## config.mk

```make
export PLATFORM = sky130hd
export DESIGN_NAME = load_unit
export DESIGN_NICKNAME = d
export VERILOG_FILES = /design/src/rtl/lsu_pkg.sv /design/src/rtl/load_align.sv /design/src/rtl/load_unit.sv
export SDC_FILE = /design/constraint.sdc
export NUM_CORES = 1
export LEC_CHECK = 0
export ABC_CLOCK_PERIOD_IN_PS = 2480
export CAP_MARGIN = 20
export CORE_ASPECT_RATIO = 1.1
export CORE_MARGIN = 1.5
export CORE_UTILIZATION = 40
export DETAILED_ROUTE_END_ITERATION = 8
export PLACE_DENSITY = 0.73
export SETUP_SLACK_MARGIN = 0.4
export SLEW_MARGIN = 5
export SYNTH_ARGS = -nofsm -noshare
export SYNTH_HDL_FRONTEND = slang
export SYNTH_SLANG_ARGS = --single-unit
```

## constraint.sdc

```tcl
create_clock -name clk -period 2.48 [get_ports clk]
set_input_delay 0.496 -clock clk [delete_from_list [all_inputs] [get_ports clk]]
set_output_delay 0.496 -clock clk [all_outputs]
set_load 0.03 [all_outputs]
```

## src/rtl/lsu_pkg.sv

```systemverilog
// Shared load-unit types: controller state encoding, funct3 load-width codes
// and the alignment rule used at accept time.
package lsu_pkg;

  typedef enum logic [2:0] {
    IDLE,
    REQ,
    WAIT,
    RESP,
    FAULT
  } load_state_e;

  localparam logic [2:0] F3_LB  = 3'b000;
  localparam logic [2:0] F3_LH  = 3'b001;
  localparam logic [2:0] F3_LW  = 3'b010;
  localparam logic [2:0] F3_LBU = 3'b100;
  localparam logic [2:0] F3_LHU = 3'b101;

  // Undecoded width codes report as misaligned so they never reach memory.
  function automatic logic is_misaligned(input logic [2:0] f3, input logic [1:0] off);
    case (f3)
      F3_LB, F3_LBU: is_misaligned = 1'b0;
      F3_LH, F3_LHU: is_misaligned = off[0];
      F3_LW:         is_misaligned = (off != 2'b00);
      default:       is_misaligned = 1'b1;
    endcase
  endfunction

endpackage

```

## src/rtl/load_align.sv

```systemverilog
// Byte/halfword lane select with sign or zero extension for sub-word loads.
module load_align
  import lsu_pkg::*;
#(
  parameter int DATA_WIDTH = 32
) (
  input  logic [2:0]            funct3,
  input  logic [1:0]            byte_off,
  input  logic [DATA_WIDTH-1:0] data_in,
  output logic [DATA_WIDTH-1:0] data_out
);

  logic [7:0]  byte_sel;
  logic [15:0] half_sel;

  always_comb begin
    byte_sel = data_in[{byte_off, 3'b000} +: 8];
    half_sel = data_in[{byte_off[1], 4'b0000} +: 16];
    case (funct3)
      F3_LB:   data_out = {{(DATA_WIDTH-8){byte_sel[7]}}, byte_sel};
      F3_LBU:  data_out = {{(DATA_WIDTH-8){1'b0}}, byte_sel};
      F3_LH:   data_out = {{(DATA_WIDTH-16){half_sel[15]}}, half_sel};
      F3_LHU:  data_out = {{(DATA_WIDTH-16){1'b0}}, half_sel};
      default: data_out = data_in;
    endcase
  end

endmodule

```

## src/rtl/load_unit.sv

```systemverilog
// Memory-load stage: effective address, one read transaction, write-back strobe.
// Optional LOAD_SUBWORD_EN enables LB/LH/LBU/LHU decoding via load_align.
module load_unit
  import lsu_pkg::*;
#(
  parameter int DATA_WIDTH     = 32,
  parameter int ADDR_WIDTH     = 32,
  parameter int REG_ADDR_WIDTH = 5
) (
  input  logic                      clk,
  input  logic                      rst_n,
  input  logic                      start_valid,
  output logic                      start_ready,
  input  logic [DATA_WIDTH-1:0]     base,
  input  logic [DATA_WIDTH-1:0]     imm,
  input  logic [2:0]                funct3,
  input  logic [REG_ADDR_WIDTH-1:0] rd_addr,
  output logic                      mem_req_valid,
  input  logic                      mem_req_ready,
  output logic [ADDR_WIDTH-1:0]     mem_addr,
  input  logic                      mem_rsp_valid,
  input  logic [DATA_WIDTH-1:0]     mem_rsp_data,
  output logic                      wb_valid,
  output logic [REG_ADDR_WIDTH-1:0] wb_rd,
  output logic [DATA_WIDTH-1:0]     wb_data,
  output logic                      misaligned,
  output logic [ADDR_WIDTH-1:0]     fault_addr
);

  load_state_e state_q, state_d;

  logic [DATA_WIDTH-1:0]     sum;
  logic [ADDR_WIDTH-1:0]     ea;
  logic                      ea_mis;
  logic                      accept;
  logic [ADDR_WIDTH-1:0]     addr_q;
  logic [REG_ADDR_WIDTH-1:0] rd_q;
  logic [DATA_WIDTH-1:0]     data_q;
  logic [DATA_WIDTH-1:0]     load_data;
  logic                      unused_ok;

  assign sum    = base + imm;
  assign ea     = sum[ADDR_WIDTH-1:0];
  assign accept = start_valid && (state_q == IDLE);

`ifdef LOAD_SUBWORD_EN
  logic [2:0] f3_q;

  assign ea_mis = is_misaligned(funct3, ea[1:0]);

  load_align #(.DATA_WIDTH(DATA_WIDTH)) u_align (
    .funct3   (f3_q),
    .byte_off (addr_q[1:0]),
    .data_in  (data_q),
    .data_out (load_data)
  );

  always_ff @(posedge clk or negedge rst_n) begin
    if (!rst_n)      f3_q <= '0;
    else if (accept) f3_q <= funct3;
  end
`else
  assign ea_mis    = (ea[1:0] != 2'b00);
  assign load_data = data_q;
`endif

  assign unused_ok = ^{sum, addr_q[1:0], funct3};

  always_comb begin
    state_d       = state_q;
    start_ready   = 1'b0;
    mem_req_valid = 1'b0;
    wb_valid      = 1'b0;
    misaligned    = 1'b0;
    case (state_q)
      IDLE: begin
        start_ready = 1'b1;
        if (start_valid) state_d = ea_mis ? FAULT : REQ;
      end
      REQ: begin
        mem_req_valid = 1'b1;
        if (mem_req_ready) state_d = WAIT;
      end
      WAIT: begin
        if (mem_rsp_valid) state_d = RESP;
      end
      RESP: begin
        wb_valid = 1'b1;
        state_d  = IDLE;
      end
      FAULT: begin
        misaligned = 1'b1;
        state_d    = IDLE;
      end
      default: state_d = IDLE;
    endcase
  end

  // Outputs are forced to zero outside their qualifying strobe.
  assign mem_addr = mem_req_valid ? {addr_q[ADDR_WIDTH-1:2], 2'b00} : '0;
  assign wb_rd    = wb_valid ? rd_q : '0;
  assign wb_data  = wb_valid ? load_data : '0;

  always_ff @(posedge clk or negedge rst_n) begin
    if (!rst_n) begin
      state_q    <= IDLE;
      addr_q     <= '0;
      rd_q       <= '0;
      data_q     <= '0;
      fault_addr <= '0;
    end else begin
      state_q <= state_d;
      if (accept) begin
        addr_q     <= ea;
        rd_q       <= rd_addr;
        fault_addr <= ea_mis ? ea : '0;
      end
      if ((state_q == WAIT) && mem_rsp_valid) data_q <= mem_rsp_data;
    end
  end

endmodule

```

==> key figures, run 1 <==
Outcome
  • Status: finished with violations
  • Failing checks: setup timing

Clock tree
  • Total CTS buffers: 9
  • Max Root-Sink Buffers: 2
  • Num Clock Sinks: around 100
  • Worst-path clk slew: 70 ps
  • Clock Latency Late Sink: 350 ps
  • CTS tree: yes
  • Cts-stage hold buffer count: 0
  • Cell chosen for the clock root: clkbuf_16
  • CTS H-tree lvls: 3

STA
  • Fin. max-slew vios: 0
  • Setup violators final: 20
  • TNS Setup: -2011 ps
  • RSZ-0062 raised after global routing: yes
  • Post-route clock period utilization: 109.5%
  • Final Hold Viols: 0
  • Clk_skew: 6.844 ps
  • Peak Freq: ~370 MHz
  • Minimum clock period: 2715 ps
  • Worst-Margin Slew: ~620 ps
  • Final WS setup: -235.0 ps
  • Slew margin rel.: 58.19%

Global route
  • First-pass GRT wire length: 32.82 mm
  • Vias in the first global route: 6,654
  • Largest net degree at the start of global routing: 45
  • Initial antenna violation count: 0
  • GRT Total Usage: 26.73%
  • Grt total ovfl: 0

Critical path
  • Worst EP arrival: a little under 3000 ps
  • CP max stage delay: 460 ps
  • Buf/Inv on CP: 3
  • Crit-path cells: buf_6 > ha_4 > fa_2 > a21o_1 > a221o_1 > o22ai_4 > buf_6 > buf_6 > nor2_2 > a21oi_2 > xor2_2 > o21ai_1
  • Worst path most repeated cell: buf_6
  • Startpoint types: primary input
  • Setup slack, reg-to-reg: ~390 ps
  • Crit. End Element: register
  • RR Startpoint: state_q[0]$_DFFE_PN0P_
  • CP Max Fanout: 3
  • R2R Path End: fault_addr[16]$_DFFE_PN0P_
  • Slowest CP cell: a221o_1
  • Crit path required time: 2690 ps
  • Logic depth of the worst register-to-register path: 7
  • CP Class: in2reg
  • Top delay family on crit path: compound AO/OA/AOI/OAI gates

Die
  • I/O Pins: 214
  • Die height: about 130 µm
  • Rows: between 40 and 50
  • Die Footprint: about 0.016 mm²
  • Die width: 119.1 µm
  • Initial core utilization: 41.07%
  • Core Region: 0.01445 mm²

Routing
  • Drt initial violations: 532
  • DR vias/cell: 5.620
  • Routed len/inst: 20.69 µm
  • Total wire length: 24.77 mm
  • Vias: 6,727
  • Met2 WL: 12.90 mm
  • Initial DRT Pass Iterations: 5
  • # DRC: 0
  • Routed met3 length: 1.524 mm
  • Highest routed layer: met4
  • Detail Route Antenna Nets: 0
  • M1 WL: 9.033 mm

Finish
  • Fillers: roughly 810
  • Post-route cell area: 0.01147 mm²
  • Area grow syn2layout: 93.32%
  • Ant. Diodes: 0
  • Share of layout cells above drive strength 1: between 50% and 60%
  • # nets final: ~1,100
  • Fin util: 79.40%

Placed design
  • HPWL after DPL: 14.82 mm
  • Placed cell areas: 0.009112 mm²
  • Count of input and output buffers: 208
  • RD Place Congestion: approximately 0.95

Logic synthesis
  • Avg Synthesized Cell Area: around 9.2 µm²
  • Post-synth top area share: 43.02%
  • Post-Syn Area: 0.005933 mm²
  • Top post-synthesis cells by count: nand2_1, dfrtp_1, o21ai_0, a21oi_1, and2_1
  • Cells after synthesis: 643
  • Count leader, synth: nand2_1
  • Synth top area cells: dfrtp_1, mux2_2, nand2_1, ha_1, o21ai_0
  • EDFF count, synth: 0
  • Ys async rst share: 100.0%
  • Sequential area share after synthesis: 43.02%
  • Post-synthesis register bit count: between 100 and 150
  • Synth area leader: dfrtp_1
  • Synthesis Warnings: 0
  • Ys flop type: dfrtp_1
  • Synth unique cells: 49

Power and ir drop
  • Worst vdd ir: 0.0005536 V
  • Static leakage: 5.123 nW
  • Overall Power: 10.50 mW
  • Power Density: 915.3 mW/mm²

Worst hold path
  • Worst Hold Class: in2async

Flow run
  • Max Cap Viol: 0
-- flip-flops by register name (all words and copies together) (netlist names) --
signal and flops:
fault_addr 32, addr_q 30, rd_q 5, data_q 32
state_q 3
-- routing by layer --
layer  GRT usage, %  up-vias
met5              0        -
met4          13.68        0
met3          4.123       92
met2          50.05      352
met1          29.62     3293
li1               -     2990
-- repair_timing --
item,in CTS,in global routing
buffers inserted,30,21
endpoints found under the hold margin,0,0
gates cloned,1,6
pin swaps,66,86
resized for setup,347,221
setup endpoints to repair,155,147
-- area by class of cell --
| cell class | instances | area [µm²] | area share, % |
|---|---|---|---|
| multi-input cells | 498 | 4518 | 39.39 |
| inverters | 9 | 33.78 | 0.2945 |
| flip-flops and latches | 102 | 2559 | 22.31 |
| clock buffers | 11 | 242.7 | 2.116 |
| clock inverters | 5 | 106.4 | 0.9272 |
| repair buffers | 380 | 3770 | 32.87 |
| well taps | 192 | 240.2 | 2.094 |
-- through the flow --
stage | hold slack [ps] | std cells | setup slack, ps
6_report | 135.6 | 1197 | -235.0
5_1_grt | 182.7 | 1197 | -259.8
3_5_place_dp | 458.2 | 1123 | -881.3
3_3_place_gp | 448.9 | 1123 | -802.2
2_1_floorplan | 200.4 | 644 | -164.4
4_1_cts | 151.7 | 1170 | -18.43
-- cell families (layout without fill, tap and decap cells) --
family | count (synthesis) | after routing | share of synthesized area [%]
and+or+nand+nor | 229 | 229 | 18.81
other | 1 | 2 | 0.06320
buffers and inverters | 44 | 405 | 2.973
AOI/OAI and AO/OA | 167 | 167 | 16.62
xor gates and xnor gates | 29 | 29 | 4.281
adders and majority gates | 32 | 32 | 6.875
DFF | 102 | 102 | 43.02
muxes | 39 | 39 | 7.360
-- power breakdown --
part / switching (mW) / internal, mW
clock: 0.608 / 1.02
combinational: 3.01 / 2.84
sequential: 0.555 / 2.48
-- placed cells by master (no fill, tap or decap), types with 9 or more instances in the layout --
| cell type | Yosys | final |
|---|---|---|
| mux2_2 | 37 | 32 |
| and2_1 | 41 | 17 |
| xnor2_2 | 0 | 11 |
| o21ai_0 | 73 | 25 |
| nand2_1 | 105 | 93 |
| buf_12 | 0 | 21 |
| clkdlybuf4s50_1 | 0 | 93 |
| nor2_1 | 18 | 9 |
| buf_4 | 2 | 145 |
| o21ai_1 | 1 | 39 |
| dlygate4sd2_1 | 0 | 14 |
| clkbuf_16 | 0 | 12 |
| buf_6 | 0 | 82 |
| a21oi_1 | 47 | 18 |
| and3_4 | 0 | 31 |
| a21oi_2 | 0 | 22 |
| and2_4 | 0 | 24 |
| ha_4 | 0 | 22 |
| dfrtp_1 | 102 | 99 |
-- worst max-delay path by stage --
| stage | slack (ps) | start | end | cells past startpoint |
|---|---|---|---|---|
| floorplan | -160 | base[0] | addr_q[28]$_DFFE_PN0P_ | 9 |
| global placement | -800 | base[0] | addr_q[28]$_DFFE_PN0P_ | 10 |
| detailed placement | -880 | base[0] | addr_q[28]$_DFFE_PN0P_ | 10 |
| CTS | -20 | imm[0] | addr_q[28]$_DFFE_PN0P_ | 10 |
| global route | -260 | imm[0] | fault_addr[16]$_DFFE_PN0P_ | 12 |
| finish | -240 | imm[0] | fault_addr[16]$_DFFE_PN0P_ | 12 |
Note: power is estimated with default switching activity, not from simulation.
==> run 2, diff against run 1 <==
MAX_ROUTING_LAYER = met4   (was unset)
==> key figures, run 2 (synthesis gave the netlist of run 1 again) <==
STA
  • Clk_skew: 7.381 ps
  • Setup violators final: 2
  • TNS Setup: -9.694 ps
  • Peak Freq: between 400 and 500 MHz
  • Slew margin rel.: about 61%
  • Final WS setup: -7.555 ps
  • Minimum clock period: around 2500 ps
  • Worst Hold Slack: approximately 140 ps
  • RSZ-0062 raised after global routing: yes
  • Post-route clock period utilization: 100.3%
  • Fin. max-slew vios: 0
  • Worst-Margin Slew: 577.6 ps
  • Final Hold Viols: 0

Die
  • Die Footprint: about 0.016 mm²
  • I/O Pins: 214
  • Die width: 119.1 µm
  • Initial core utilization: 41.07%
  • Core Region: 0.01445 mm²
  • Die height: 130.7 µm
  • Rows: 46

Routing
  • Detail Route Antenna Nets: 0
  • # DRC: 0
  • Initial DRT Pass Iterations: 5
  • Routed len/inst: 18.75 µm
  • DR vias/cell: 5.481
  • Total wire length: around 22 mm
  • Drt initial violations: 458
  • Vias: 6,462

Global route
  • First-pass GRT wire length: between 30 and 40 mm
  • GRT Total Usage: 26.89%
  • Vias in the first global route: 6,445
  • Initial antenna violation count: 0
  • Grt total ovfl: 0
  • Largest net degree at the start of global routing: 45

Critical path
  • R2R Path End: data_q[31]$_DFFE_PN0P_
  • Setup slack, reg-to-reg: 460 ps
  • Worst EP arrival: 2760 ps
  • CP Class: in2reg
  • CP Max Fanout: 4
  • Startpoint types: primary input
  • Crit. End Element: register
  • Crit path required time: ~2800 ps
  • RR Startpoint: state_q[0]$_DFFE_PN0P_
  • Logic depth of the worst register-to-register path: 6

Clock tree
  • CTS H-tree lvls: 3
  • CTS tree: yes
  • Total CTS buffers: 9
  • Cell chosen for the clock root: clkbuf_16
  • Worst-path clk slew: 70 ps
  • Num Clock Sinks: 102
  • Max Root-Sink Buffers: 2
  • Clock Latency Late Sink: 350 ps

Finish
  • Post-route cell area: 0.01097 mm²
  • Registers with the most flip-flops: data_q x32, fault_addr x32, addr_q x30
  • Share of layout cells above drive strength 1: 46.50%
  • Ant. Diodes: 0
  • Area grow syn2layout: 84.82%
  • Fin util: between 70% and 80%
  • Fillers: around 900
  • Most frequent cells in the layout: buf_4, dfrtp_1, nand2_1
  • Most common cell after layout, fill and taps aside: buf_4
  • # nets final: 1,123

Placed design
  • Placed cell areas: 0.009117 mm²
  • HPWL after DPL: 14.64 mm
  • RD Place Congestion: 0.9432
  • Count of input and output buffers: ~210

Power and ir drop
  • Power Density: approximately 900 mW/mm²
  • Overall Power: 9.861 mW
  • Worst vdd ir: ~0.00055 V
  • Static leakage: 4.921 nW

Flow run
  • Max Cap Viol: 0

Outcome
  • Status: finished with violations
  • Failing checks: setup timing

Worst hold path
  • Worst Hold Class: in2async
run 2: cell count changes in the layout (fill, tap and decap cells not counted), sizes merged:
cell / change
clkdlybuf4s15: +2
clkinvlp: +1
buf: -24
dlymetal6s2s: -4
clkbuf: +6
dlygate4sd2: +6
dlygate4sd1: -1
clkdlybuf4s50: -4
run 2: worst max-delay path by stage:
stage	end	from	slack, ps
after floorplan	addr_q[28]$_DFFE_PN0P_	base[0]	-160
after global placement	addr_q[28]$_DFFE_PN0P_	base[0]	-810
after detailed placement	addr_q[28]$_DFFE_PN0P_	base[0]	-900
after CTS	addr_q[28]$_DFFE_PN0P_	imm[0]	-8
after global routing	addr_q[28]$_DFFE_PN0P_	imm[0]	-80
final	fault_addr[30]$_DFFE_PN0P_	imm[0]	-8
run 2: metrics by stage:
stage | setup slack (ps) | std cells
2_1_floorplan | -164.4 | 644
3_3_place_gp | -807.0 | 1122
3_5_place_dp | -896.6 | 1122
4_1_cts | -8.248 | 1164
5_1_grt | -79.17 | 1179
6_report | -7.555 | 1179
run 2: routing by layer:
| layer | vias up | global-route usage (%) | share of wire [%] |
|---|---|---|---|
| met3 | 61 | 2.951 | 4.9 |
| met2 | 285 | 47.19 | 52 |
| met4 | 0 | 12.33 | 3.6 |
| met5 | - | - | 0 |
| li1 | 2950 | - | - |
| met1 | 3166 | 31.32 | 40 |
run 2: what timing repair did:
item                                    CTS  global route
endpoints found under the setup margin  119            97
buffers inserted                         25            12
pin swaps                                67            70
hold buffers                              0             0
cloned                                    1             3
resized for setup                       324           169
endpoints found under the hold margin     0             0
run 2: power breakdown:
group,internal (mW),switching [mW],total (mW)
Clock,0.985,0.612,1.60
Combinational,2.49,2.78,5.26
Sequential,2.47,0.529,3.00
run 2: final cells by class:
class / count / area [µm²] / area share [%]
tap: 192 / 240.2 / 2.191
timing repair buffer: 362 / 3482 / 31.75
inverter: 9 / 33.78 / 0.3081
clock inverter: 6 / 110.1 / 1.004
clock buffer: 10 / 229.0 / 2.088
sequential: 102 / 2556 / 23.31
multi-input combinational: 498 / 4314 / 39.34
run 2: worst max-delay path, stage by stage:
cell       delay [ps]
buf_6             100
ha_4              160
fa_2              340
a21o_1            180
a221o_2           430
buf_4             170
a2bb2oi_4         190
nand3_2           130
buf_6             170
a21oi_2           160
a32oi_1           130
o21ai_1           100
